File: src/rtl/uart_alu_ctrl.sv
// Sequencer between the UART FIFOs and the ALU: pops a 3-byte frame
// (A, B, opcode), runs the ALU for one cycle and pushes the result byte.
// An inactivity timer discards partial frames so a lost byte cannot
// desynchronise the link.
//
// state   | meaning
// --------+-----------------------------------------------------
// WAIT_A  | idle, waiting for operand A byte
// WAIT_B  | A captured, waiting for operand B byte (timer runs)
// WAIT_OP | B captured, waiting for opcode byte (timer runs)
// EXEC    | ALU inputs stable, capture the result
// SEND    | hold result on w_data until the TX FIFO accepts it
module uart_alu_ctrl #(
  parameter int DBIT        = 8,
  parameter int OP_BITS     = 6,
  parameter int TIMEOUT_CYC = 1000000,
  parameter int TO_BITS     = 20
) (
  input  logic               clk,
  input  logic               reset,
  input  logic               rx_empty,
  input  logic [DBIT-1:0]    r_data,
  output logic               rd_uart,
  input  logic               tx_full,
  output logic [DBIT-1:0]    w_data,
  output logic               wr_uart,
  output logic [DBIT-1:0]    alu_a,
  output logic [DBIT-1:0]    alu_b,
  output logic [OP_BITS-1:0] alu_op,
  input  logic [DBIT-1:0]    alu_result,
  output logic               busy,
  output logic               timeout_err
);

  typedef enum logic [2:0] {
    WAIT_A,
    WAIT_B,
    WAIT_OP,
    EXEC,
    SEND
  } state_t;

  // A zero TIMEOUT_CYC disables the timer; TO_LAST is then unused.
  localparam bit TO_EN = (TIMEOUT_CYC != 0);
  localparam logic [TO_BITS-1:0] TO_LAST =
    (TIMEOUT_CYC == 0) ? '0 : TO_BITS'(TIMEOUT_CYC - 1);

  state_t             state, state_next;
  logic [TO_BITS-1:0] to_cnt, to_cnt_next;
  logic [DBIT-1:0]    result_reg;

  // State, timer and datapath registers; operands only move on pops.
  always_ff @(posedge clk or negedge reset) begin
    if (!reset) begin
      state      <= WAIT_A;
      to_cnt     <= '0;
      alu_a      <= '0;
      alu_b      <= '0;
      alu_op     <= '0;
      result_reg <= '0;
    end else begin
      state  <= state_next;
      to_cnt <= to_cnt_next;
      if (rd_uart && state == WAIT_A)  alu_a  <= r_data;
      if (rd_uart && state == WAIT_B)  alu_b  <= r_data;
      if (rd_uart && state == WAIT_OP) alu_op <= r_data[OP_BITS-1:0];
      if (state == EXEC)               result_reg <= alu_result;
    end
  end

  // Next-state, FIFO strobes and timeout detection; a pop beats a timeout.
  always_comb begin
    state_next  = state;
    to_cnt_next = to_cnt;
    rd_uart     = 1'b0;
    wr_uart     = 1'b0;
    timeout_err = 1'b0;
    case (state)
      WAIT_A: begin
        to_cnt_next = '0;
        if (!rx_empty) begin
          rd_uart    = 1'b1;
          state_next = WAIT_B;
        end
      end
      WAIT_B, WAIT_OP: begin
        if (!rx_empty) begin
          rd_uart     = 1'b1;
          to_cnt_next = '0;
          state_next  = (state == WAIT_B) ? WAIT_OP : EXEC;
        end else if (TO_EN && to_cnt == TO_LAST) begin
          timeout_err = 1'b1;
          to_cnt_next = '0;
          state_next  = WAIT_A;
        end else if (TO_EN) begin
          to_cnt_next = to_cnt + TO_BITS'(1);
        end
      end
      EXEC: begin
        to_cnt_next = '0;
        state_next  = SEND;
      end
      SEND: begin
        to_cnt_next = '0;
        if (!tx_full) begin
          wr_uart    = 1'b1;
          state_next = WAIT_A;
        end
      end
      default: begin
        to_cnt_next = '0;
        state_next  = WAIT_A;
      end
    endcase
    // Strobes must stay low while reset is held even if the RX FIFO has data.
    if (!reset) begin
      rd_uart     = 1'b0;
      wr_uart     = 1'b0;
      timeout_err = 1'b0;
    end
  end

  // The result is presented continuously; busy covers the whole frame.
  always_comb begin
    w_data = result_reg;
    busy   = (state != WAIT_A);
  end

endmodule

File: config.mk
export PLATFORM = sky130hd
export DESIGN_NAME = uart_alu_ctrl
export DESIGN_NICKNAME = d
export VERILOG_FILES = /design/src/rtl/uart_alu_ctrl.sv
export SDC_FILE = /design/constraint.sdc
export NUM_CORES = 1
export LEC_CHECK = 0
export BUFFER_PORTS_ARGS = -buffer_cell sky130_fd_sc_hd__buf_2
export CAP_MARGIN = 20
export CORE_MARGIN = 4
export CORE_UTILIZATION = 53
export CTS_CLUSTER_SIZE = 10
export DETAILED_ROUTE_END_ITERATION = 10
export GPL_TIMING_DRIVEN = 0
export PLACE_DENSITY = 0.85
export SETUP_SLACK_MARGIN = 0.1
export SLEW_MARGIN = 15
export SYNTH_ARGS = -nofsm -noshare
export SYNTH_HDL_FRONTEND = slang
export SYNTH_SLANG_ARGS = --single-unit
File: constraint.sdc
create_clock -name clk -period 2.5 [get_ports clk]
set_clock_uncertainty 0.2 [all_clocks]
set_input_delay 0.125 -clock clk [delete_from_list [all_inputs] [get_ports clk]]
set_output_delay 0.125 -clock clk [all_outputs]
set_load 0.005 [all_outputs]
==> impl_metrics.prom, run 1 <==
# TYPE chip_impl_metric gauge
chip_impl_metric{name="post_route_cells_drive_above_1_share",unit=""} 0.398
chip_impl_metric{name="floorplan.io_pins",unit=""} 54
chip_impl_info{name="critPathCaptureType",value="primary output"} 1
chip_impl_metric{name="sequential_to_total_area_share_from_yosys_stat",unit=""} 0.574
chip_impl_metric{name="syn_area",unit="sq um"} 2310
chip_impl_info{name="synthDominantAreaCellType",value="sky130_fd_sc_hd__dfrtp_1"} 1
chip_impl_metric{name="power.switching",unit="uW"} 849
chip_impl_metric{name="post-route-util",unit=""} 0.736
chip_impl_metric{name="met1_length",unit="um"} 2080
chip_impl_info{name="synth.top_cells.by_area",value="sky130_fd_sc_hd__dfrtp_1 (57%), sky130_fd_sc_hd__mux2_2 (15%), sky130_fd_sc_hd__nand3_1 (2.6%)"} 1
chip_impl_metric{name="synth_nets",unit=""} 215
chip_impl_metric{name="vias_cell",unit=""} 5.77
chip_impl_metric{name="power.switching_fraction",unit=""} 0.307
chip_impl_metric{name="hpwlAfterDp",unit="um"} 3430
chip_impl_info{name="reg2reg_from",value="to_cnt[0]"} 1
chip_impl_metric{name="reg2reg_depth",unit=""} 6
chip_impl_metric{name="core.rowCount",unit=""} 23
chip_impl_metric{name="die_h",unit="um"} 74.0
chip_impl_metric{name="fin_crit_sh",unit=""} 0.949
chip_impl_metric{name="worst_setup_hold_path_clk_slew",unit="ns"} 0.09
chip_impl_metric{name="grt.total_usage",unit=""} 0.230
chip_impl_metric{name="timing.final.setup_violations",unit=""} 0
chip_impl_metric{name="timing.critical_path.fanout_max",unit=""} 3
chip_impl_metric{name="drt_iter0_drc",unit=""} 185
chip_impl_metric{name="worst-endpoint-required",unit="ns"} 2.17
chip_impl_metric{name="synth.avg_cell_area",unit="sq um"} 11.9
chip_impl_metric{name="synth_top_area_share",unit=""} 0.574
chip_impl_metric{name="timing_max_transition_violations_final",unit=""} 0
chip_impl_metric{name="clk_latency",unit="ns"} 0.31
chip_impl_metric{name="detailedRoute.firstPassIterationCount",unit=""} 5
chip_impl_metric{name="cp.arrival",unit="ns"} 2.05
chip_impl_info{name="critPathLaunchType",value="register"} 1
chip_impl_metric{name="cts_made_buffers",unit=""} 5
chip_impl_metric{name="routedWlPerCell",unit="um"} 17.5
chip_impl_info{name="status",value="finished clean"} 1
chip_impl_metric{name="gp_congestion",unit=""} 0.841
chip_impl_metric{name="nets",unit=""} 300
chip_impl_metric{name="share_clk_of_total_power",unit=""} 0.205
chip_impl_metric{name="grt_start_max_net_pins",unit=""} 54
chip_impl_metric{name="antenna_found_initial",unit=""} 0
chip_impl_metric{name="drt_wl_total",unit="um"} 5750
chip_impl_metric{name="cts_buffer_depth",unit=""} 2
chip_impl_metric{name="hold_violations",unit=""} 0
chip_impl_metric{name="slew_worst_pin",unit="ns"} 0.437
chip_impl_metric{name="worst_slew_margin_rel",unit=""} 0.708
chip_impl_metric{name="clock.fmax",unit="GHz"} 0.422
chip_impl_metric{name="cell_internal_pwr",unit="uW"} 1920
chip_impl_metric{name="design.core.area",unit="sq um"} 4120
chip_impl_metric{name="postSynthCellCount",unit=""} 194
chip_impl_metric{name="ys.warnings.count",unit=""} 0
chip_impl_metric{name="post-route-drc-count",unit=""} 0
chip_impl_metric{name="grt_pass1_vias",unit=""} 2028
chip_impl_metric{name="syn2layout_area_growth",unit="%"} 31.1
chip_impl_metric{name="num_antenna_cells",unit=""} 0
chip_impl_metric{name="power_per_cell_area",unit="nW/um^2"} 913
chip_impl_metric{name="synth.distinct_cells",unit=""} 35
chip_impl_info{name="clk_root_buffer_cell",value="sky130_fd_sc_hd__clkbuf_8"} 1
chip_impl_info{name="rr_endpoint",value="to_cnt[18]"} 1
chip_impl_info{name="clock_tree_from_tritoncts",value="yes"} 1
chip_impl_info{name="routed.top_layer",value="met4"} 1
chip_impl_metric{name="clock_tree.htree_level_count",unit=""} 2
chip_impl_metric{name="detailroute.via_count",unit=""} 1898
chip_impl_metric{name="port_buffers",unit=""} 53
chip_impl_metric{name="vdd_ir_drop_max",unit="mV"} 0.633
chip_impl_metric{name="power.sequential.fraction",unit=""} 0.467
chip_impl_metric{name="ff2ff_setup_slack",unit="ns"} 0.21
chip_impl_info{name="min_path_type",value="input pin to asynchronous set/reset pin"} 1
chip_impl_metric{name="starting_utilization_of_the_core_area",unit=""} 0.561
chip_impl_metric{name="wire_length_of_the_first_global_routing_pass",unit="um"} 9480
chip_impl_metric{name="die_width",unit="um"} 74.0
chip_impl_metric{name="cap_violations",unit=""} 0
chip_impl_metric{name="postSynthRegisterBits",unit=""} 53
chip_impl_info{name="grt_setup_unrepaired",value="true"} 1
chip_impl_metric{name="cts_num_sinks",unit=""} 53
chip_impl_metric{name="power_leakage",unit="uW"} 0.00136
chip_impl_metric{name="setup-tns-final",unit="ns"} 0
chip_impl_metric{name="pwr-share-comb",unit=""} 0.327
chip_impl_metric{name="wl_met3",unit="um"} 281
chip_impl_info{name="critPathKind",value="register to primary output"} 1
chip_impl_metric{name="met2RoutedLength",unit="um"} 3180
chip_impl_info{name="timing.critical_path.from",value="to_cnt[12]"} 1
chip_impl_metric{name="finalWorstPathRequiredPeriod",unit="ns"} 2.37
chip_impl_metric{name="design_power_total",unit="uW"} 2770
chip_impl_metric{name="die_ar",unit="sq um"} 5480
chip_impl_metric{name="gr-total-overflow",unit=""} 0
chip_impl_metric{name="antenna_violating_nets_post_route",unit=""} 0
kinds of logic after synthesis:
kind of cell               after synthesis  synth area share
AOI/OAI and AO/OA                       24            0.0607
xor gates and xnor gates                10            0.0379
adders and majority gates                1           0.00542
buffers and inverters                   12            0.0217
DFF                                     53             0.574
muxes                                   30             0.146
and+or+nand+nor                         64             0.154
area by class of cell:
cell class              instances  area (sq um)
flip-flops and latches         53          1330
fillers                       266          1090
multi-input cells             129           961
repair buffers                 78           523
clock buffers                   5          68.8
well taps                      50          62.6
clock inverters                 2          35.0
plain buffers                   5          26.3
inverters                       7          26.3
what timing repair did:
action / 4_1_cts / 5_1_grt
resized for setup: 2 / 4
endpoints found under the hold margin: 86 / 0
setup buffers: 3 / 2
endpoints found under the setup margin: 1 / 19
pin swaps: 3 / 1
hold buffers: 20 / 0
metal layers:
layer | global-route usage | vias to the layer above
met5 | 0 | -
met4 | 0.125 | 0
met3 | 0.0405 | 23
met2 | 0.410 | 79
met1 | 0.260 | 939
li1 | - | 857
cells in the final DEF (no fill, tap or decap), types with 4 or more instances in the layout:
cell / count
sky130_fd_sc_hd__dlygate4sd3_1: 19
sky130_fd_sc_hd__buf_4: 6
sky130_fd_sc_hd__xor2_1: 4
sky130_fd_sc_hd__inv_1: 7
sky130_fd_sc_hd__nand3_1: 12
sky130_fd_sc_hd__mux2_2: 30
sky130_fd_sc_hd__dfrtp_1: 53
sky130_fd_sc_hd__buf_2: 55
sky130_fd_sc_hd__nand2_1: 11
sky130_fd_sc_hd__nor2_1: 13
sky130_fd_sc_hd__clkbuf_8: 5
sky130_fd_sc_hd__a21oi_1: 10
sky130_fd_sc_hd__or4_1: 4
sky130_fd_sc_hd__xnor2_1: 6
sky130_fd_sc_hd__o21ai_0: 6
through the flow:
step / hold WS (ns) / cell area [sq um] / setup WS (ns) / cells
floorplan: -0.371 / 2310 / 0.318 / 194
global placement: 0.158 / 2640 / -0.0821 / 297
detailed placement: 0.00883 / 2640 / 0.176 / 297
CTS: 0.183 / 3000 / 0.101 / 327
global route: 0.215 / 3030 / 0.0841 / 329
finish: 0.190 / 3030 / 0.128 / 329
how the worst max path moves through the flow:
stage | cells past startpoint | to
5_1_grt | 4 | timeout_err
3_3_place_gp | 4 | alu_b[1]
6_report | 4 | timeout_err
3_5_place_dp | 6 | to_cnt[18]
4_1_cts | 4 | timeout_err
2_1_floorplan | 6 | to_cnt[18]
synth_stat cells, drive strengths merged:
cell	number
o311ai	1
inv	7
o211ai	1
a21oi	11
or4	7
dfrtp	53
xnor2	6
mux2	30
and4b	1
a21boi	1
nor3	4
nand3	13
or3	6
and2	1
nand3b	1
nand2	11
nor3b	1
o21ai	7
nor2	13
clkbuf	1
o31ai	3
buf	4
nand2b	1
xor2	4
or4b	1
ha	1
nand4	1
and3	2
nor4	1
registers in the layout, summed over array words and instances (netlist names):
name    cells
state       3
alu_op      6
w_data      8
alu_a       8
alu_b       8
to_cnt     20
power groups by stage:
stage | Sequential [uW] | Combinational (uW) | Clock (uW)
2_1_floorplan | 1310 | 434 | 0
3_3_place_gp | 1280 | 832 | 0
3_5_place_dp | 1300 | 867 | 0
4_1_cts | 1290 | 900 | 576
5_1_grt | 1330 | 1010 | 605
6_report | 1290 | 906 | 568
critical path, cell delays in order (launching register included):
cell	delay (ns)
sky130_fd_sc_hd__dfrtp_1	0.40
sky130_fd_sc_hd__or4_4	0.51
sky130_fd_sc_hd__or4_4	0.56
sky130_fd_sc_hd__nor3_4	0.13
sky130_fd_sc_hd__buf_2	0.13
(Power assumes the default switching activity.)
==> run 2: changes to the inputs <==
--- a/config.mk
+++ b/config.mk
@@ -8,11 +8,11 @@
 export BUFFER_PORTS_ARGS = -buffer_cell sky130_fd_sc_hd__buf_2
 export CAP_MARGIN = 20
 export CORE_MARGIN = 4
-export CORE_UTILIZATION = 53
+export CORE_UTILIZATION = 25
 export CTS_CLUSTER_SIZE = 10
 export DETAILED_ROUTE_END_ITERATION = 10
 export GPL_TIMING_DRIVEN = 0
-export PLACE_DENSITY = 0.85
+export PLACE_DENSITY = 0.49
 export SETUP_SLACK_MARGIN = 0.1
 export SLEW_MARGIN = 15
 export SYNTH_ARGS = -nofsm -noshare
==> impl_metrics.prom, run 2 (same netlist as run 1, synthesis figures left out) <==
# TYPE chip_impl_metric gauge
chip_impl_info{name="status",value="finished clean"} 1
chip_impl_metric{name="grt.total_usage",unit=""} 0.101
chip_impl_metric{name="power.switching_fraction",unit=""} 0.301
chip_impl_info{name="reg2reg_from",value="to_cnt[1]"} 1
chip_impl_info{name="min_path_type",value="input pin to asynchronous set/reset pin"} 1
chip_impl_metric{name="gp_congestion",unit=""} 0.711
chip_impl_metric{name="detailedRoute.firstPassIterationCount",unit=""} 4
chip_impl_metric{name="reg2reg_depth",unit=""} 6
chip_impl_metric{name="core.rowCount",unit=""} 34
chip_impl_metric{name="power_leakage",unit="uW"} 0.00136
chip_impl_metric{name="detailroute.via_count",unit=""} 1730
chip_impl_metric{name="cts_buffer_depth",unit=""} 2
chip_impl_metric{name="cap_violations",unit=""} 0
chip_impl_metric{name="antenna_violating_nets_post_route",unit=""} 0
chip_impl_metric{name="post-route-drc-count",unit=""} 0
chip_impl_metric{name="slew_worst_pin",unit="ns"} 0.432
chip_impl_metric{name="timing_max_transition_violations_final",unit=""} 0
chip_impl_metric{name="die_ar",unit="sq um"} 10800
chip_impl_info{name="critPathLaunchType",value="register"} 1
chip_impl_metric{name="drt_iter0_drc",unit=""} 52
chip_impl_metric{name="starting_utilization_of_the_core_area",unit=""} 0.261
chip_impl_metric{name="timing.critical_path.fanout_max",unit=""} 3
chip_impl_info{name="critPathKind",value="register to primary output"} 1
chip_impl_info{name="grt_setup_unrepaired",value="true"} 1
chip_impl_info{name="critPathCaptureType",value="primary output"} 1
chip_impl_metric{name="routedWlPerCell",unit="um"} 13.1
chip_impl_info{name="largest-register",value="to_cnt"} 1
chip_impl_metric{name="cell_internal_pwr",unit="uW"} 1920
chip_impl_metric{name="clock.fmax",unit="GHz"} 0.427
chip_impl_info{name="layout.cells.most_common",value="sky130_fd_sc_hd__buf_2"} 1
chip_impl_metric{name="port_buffers",unit=""} 53
chip_impl_metric{name="worst-endpoint-required",unit="ns"} 2.17
chip_impl_metric{name="power_per_cell_area",unit="nW/um^2"} 888
chip_impl_metric{name="gr-total-overflow",unit=""} 0
chip_impl_metric{name="post_route_cells_drive_above_1_share",unit=""} 0.400
chip_impl_metric{name="vdd_ir_drop_max",unit="mV"} 0.403
chip_impl_info{name="clk_root_buffer_cell",value="sky130_fd_sc_hd__clkbuf_8"} 1
chip_impl_metric{name="wire_length_of_the_first_global_routing_pass",unit="um"} 9040
chip_impl_metric{name="cts_num_sinks",unit=""} 53
chip_impl_metric{name="num_antenna_cells",unit=""} 0
chip_impl_metric{name="pwr-share-comb",unit=""} 0.321
chip_impl_info{name="rr_endpoint",value="to_cnt[18]"} 1
chip_impl_metric{name="design.core.area",unit="sq um"} 8850
chip_impl_metric{name="vias_cell",unit=""} 4.46
chip_impl_metric{name="clk_latency",unit="ns"} 0.31
chip_impl_metric{name="hpwlAfterDp",unit="um"} 3490
chip_impl_metric{name="power.switching",unit="uW"} 830
chip_impl_metric{name="fin_crit_sh",unit=""} 0.937
chip_impl_metric{name="drt_wl_total",unit="um"} 5090
chip_impl_metric{name="finalWorstPathRequiredPeriod",unit="ns"} 2.34
chip_impl_metric{name="dpl.cell_count",unit=""} 355
chip_impl_metric{name="cp.arrival",unit="ns"} 2.02
chip_impl_metric{name="ff2ff_setup_slack",unit="ns"} 0.22
chip_impl_info{name="final_cell_mix",value="sky130_fd_sc_hd__buf_2 (55), sky130_fd_sc_hd__dfrtp_1 (52), sky130_fd_sc_hd__mux2_2 (30), sky130_fd_sc_hd__dlygate4sd3_1 (19), sky130_fd_sc_hd__nor2_1 (13)"} 1
chip_impl_metric{name="die_h",unit="um"} 104
chip_impl_metric{name="filler_cell_count",unit=""} 902
chip_impl_metric{name="share_clk_of_total_power",unit=""} 0.215
chip_impl_metric{name="antenna_found_initial",unit=""} 0
chip_impl_metric{name="die_width",unit="um"} 104
chip_impl_metric{name="grt_start_max_net_pins",unit=""} 54
chip_impl_metric{name="setup-tns-final",unit="ns"} 0
chip_impl_metric{name="timing.final.setup_violations",unit=""} 0
chip_impl_metric{name="hold_violations",unit=""} 0
chip_impl_metric{name="clock_tree.htree_level_count",unit=""} 2
chip_impl_metric{name="nets",unit=""} 300
chip_impl_metric{name="stdcell_count",unit=""} 388
chip_impl_metric{name="worst_setup_hold_path_clk_slew",unit="ns"} 0.10
chip_impl_metric{name="cts_made_buffers",unit=""} 5
chip_impl_metric{name="power.sequential.fraction",unit=""} 0.464
chip_impl_metric{name="worst_slew_margin_rel",unit=""} 0.711
chip_impl_info{name="clock_tree_from_tritoncts",value="yes"} 1
chip_impl_metric{name="syn2layout_area_growth",unit="%"} 34.2
chip_impl_metric{name="floorplan.io_pins",unit=""} 54
chip_impl_metric{name="grt_pass1_vias",unit=""} 1837
chip_impl_metric{name="largest_register_ff_count",unit=""} 20
## run 2: cell types whose count changed in the layout (fill, tap and decap cells not counted)
cell	previous run	this run
sky130_fd_sc_hd__dfrtp_1	53	52
sky130_fd_sc_hd__ha_2	0	1
sky130_fd_sc_hd__ha_4	1	0
sky130_fd_sc_hd__dfrtp_2	0	1
sky130_fd_sc_hd__clkinv_2	1	0
sky130_fd_sc_hd__clkinv_4	0	1
sky130_fd_sc_hd__clkbuf_1	1	2
## run 2: worst max path at each step
stage	from	endpoint	slack (ns)	cells after the start
after floorplan	to_cnt[0]	to_cnt[18]	0.32	6
after global placement	reset	alu_b[7]	-0.14	4
after detailed placement	to_cnt[0]	to_cnt[18]	0.17	6
after CTS	to_cnt[13]	timeout_err	0.1	4
after global routing	to_cnt[15]	timeout_err	0.04	4
final	to_cnt[15]	timeout_err	0.16	4
## run 2: critical path, cell delays in order, from the launching register on
cell and delay, ns:
sky130_fd_sc_hd__dfrtp_1 0.39, sky130_fd_sc_hd__or4b_1 0.51, sky130_fd_sc_hd__or4_4 0.55, sky130_fd_sc_hd__nor3_4 0.13, sky130_fd_sc_hd__buf_2 0.13
## run 2: area by class of cell
| class | instances | area (sq um) | share of cell area |
|---|---|---|---|
| well taps | 108 | 135 | 0.0436 |
| flip-flops and latches | 53 | 1330 | 0.428 |
| clock inverters | 2 | 38.8 | 0.0125 |
| multi-input cells | 129 | 951 | 0.307 |
| clock buffers | 6 | 72.6 | 0.0234 |
| plain buffers | 5 | 26.3 | 0.00847 |
| repair buffers | 78 | 523 | 0.169 |
| inverters | 7 | 26.3 | 0.00847 |
## run 2: power by group through the flow
stage / Clock, uW / Combinational, uW / Sequential (uW)
floorplan: 0 / 434 / 1310
global placement: 0 / 857 / 1290
detailed placement: 0 / 872 / 1290
CTS: 615 / 905 / 1280
global route: 655 / 986 / 1320
finish: 592 / 884 / 1280
## run 2: per-stage QoR
stage	power, uW	worst slack [ns]	cell area [sq um]	hold WS, ns	util
finish	2750	0.157	3100	0.173	0.350
global route	2960	0.0379	3100	0.181	0.350
CTS	2800	0.0998	3080	0.177	0.348
detailed placement	2170	0.171	2710	0.0306	0.307
global placement	2150	-0.143	2710	0.158	0.306
floorplan	1750	0.318	2310	-0.371	-
## run 2: timing repair
| item | in CTS | in global routing |
|---|---|---|
| endpoints found under the hold margin | 86 | 0 |
| resized for setup | 3 | 3 |
| setup buffers | 3 | 2 |
| pin swaps | 3 | 1 |
| gates cloned | 0 | 0 |
| hold buffers | 20 | 0 |
| endpoints found under the setup margin | 1 | 10 |
## run 2: routing by layer
layer	up-vias	GRT usage	share of wire
li1	863	-	-
met1	834	0.125	0.46
met2	26	0.168	0.49
met3	7	0.0323	0.040
met4	0	0.0294	0.015
met5	-	0	0
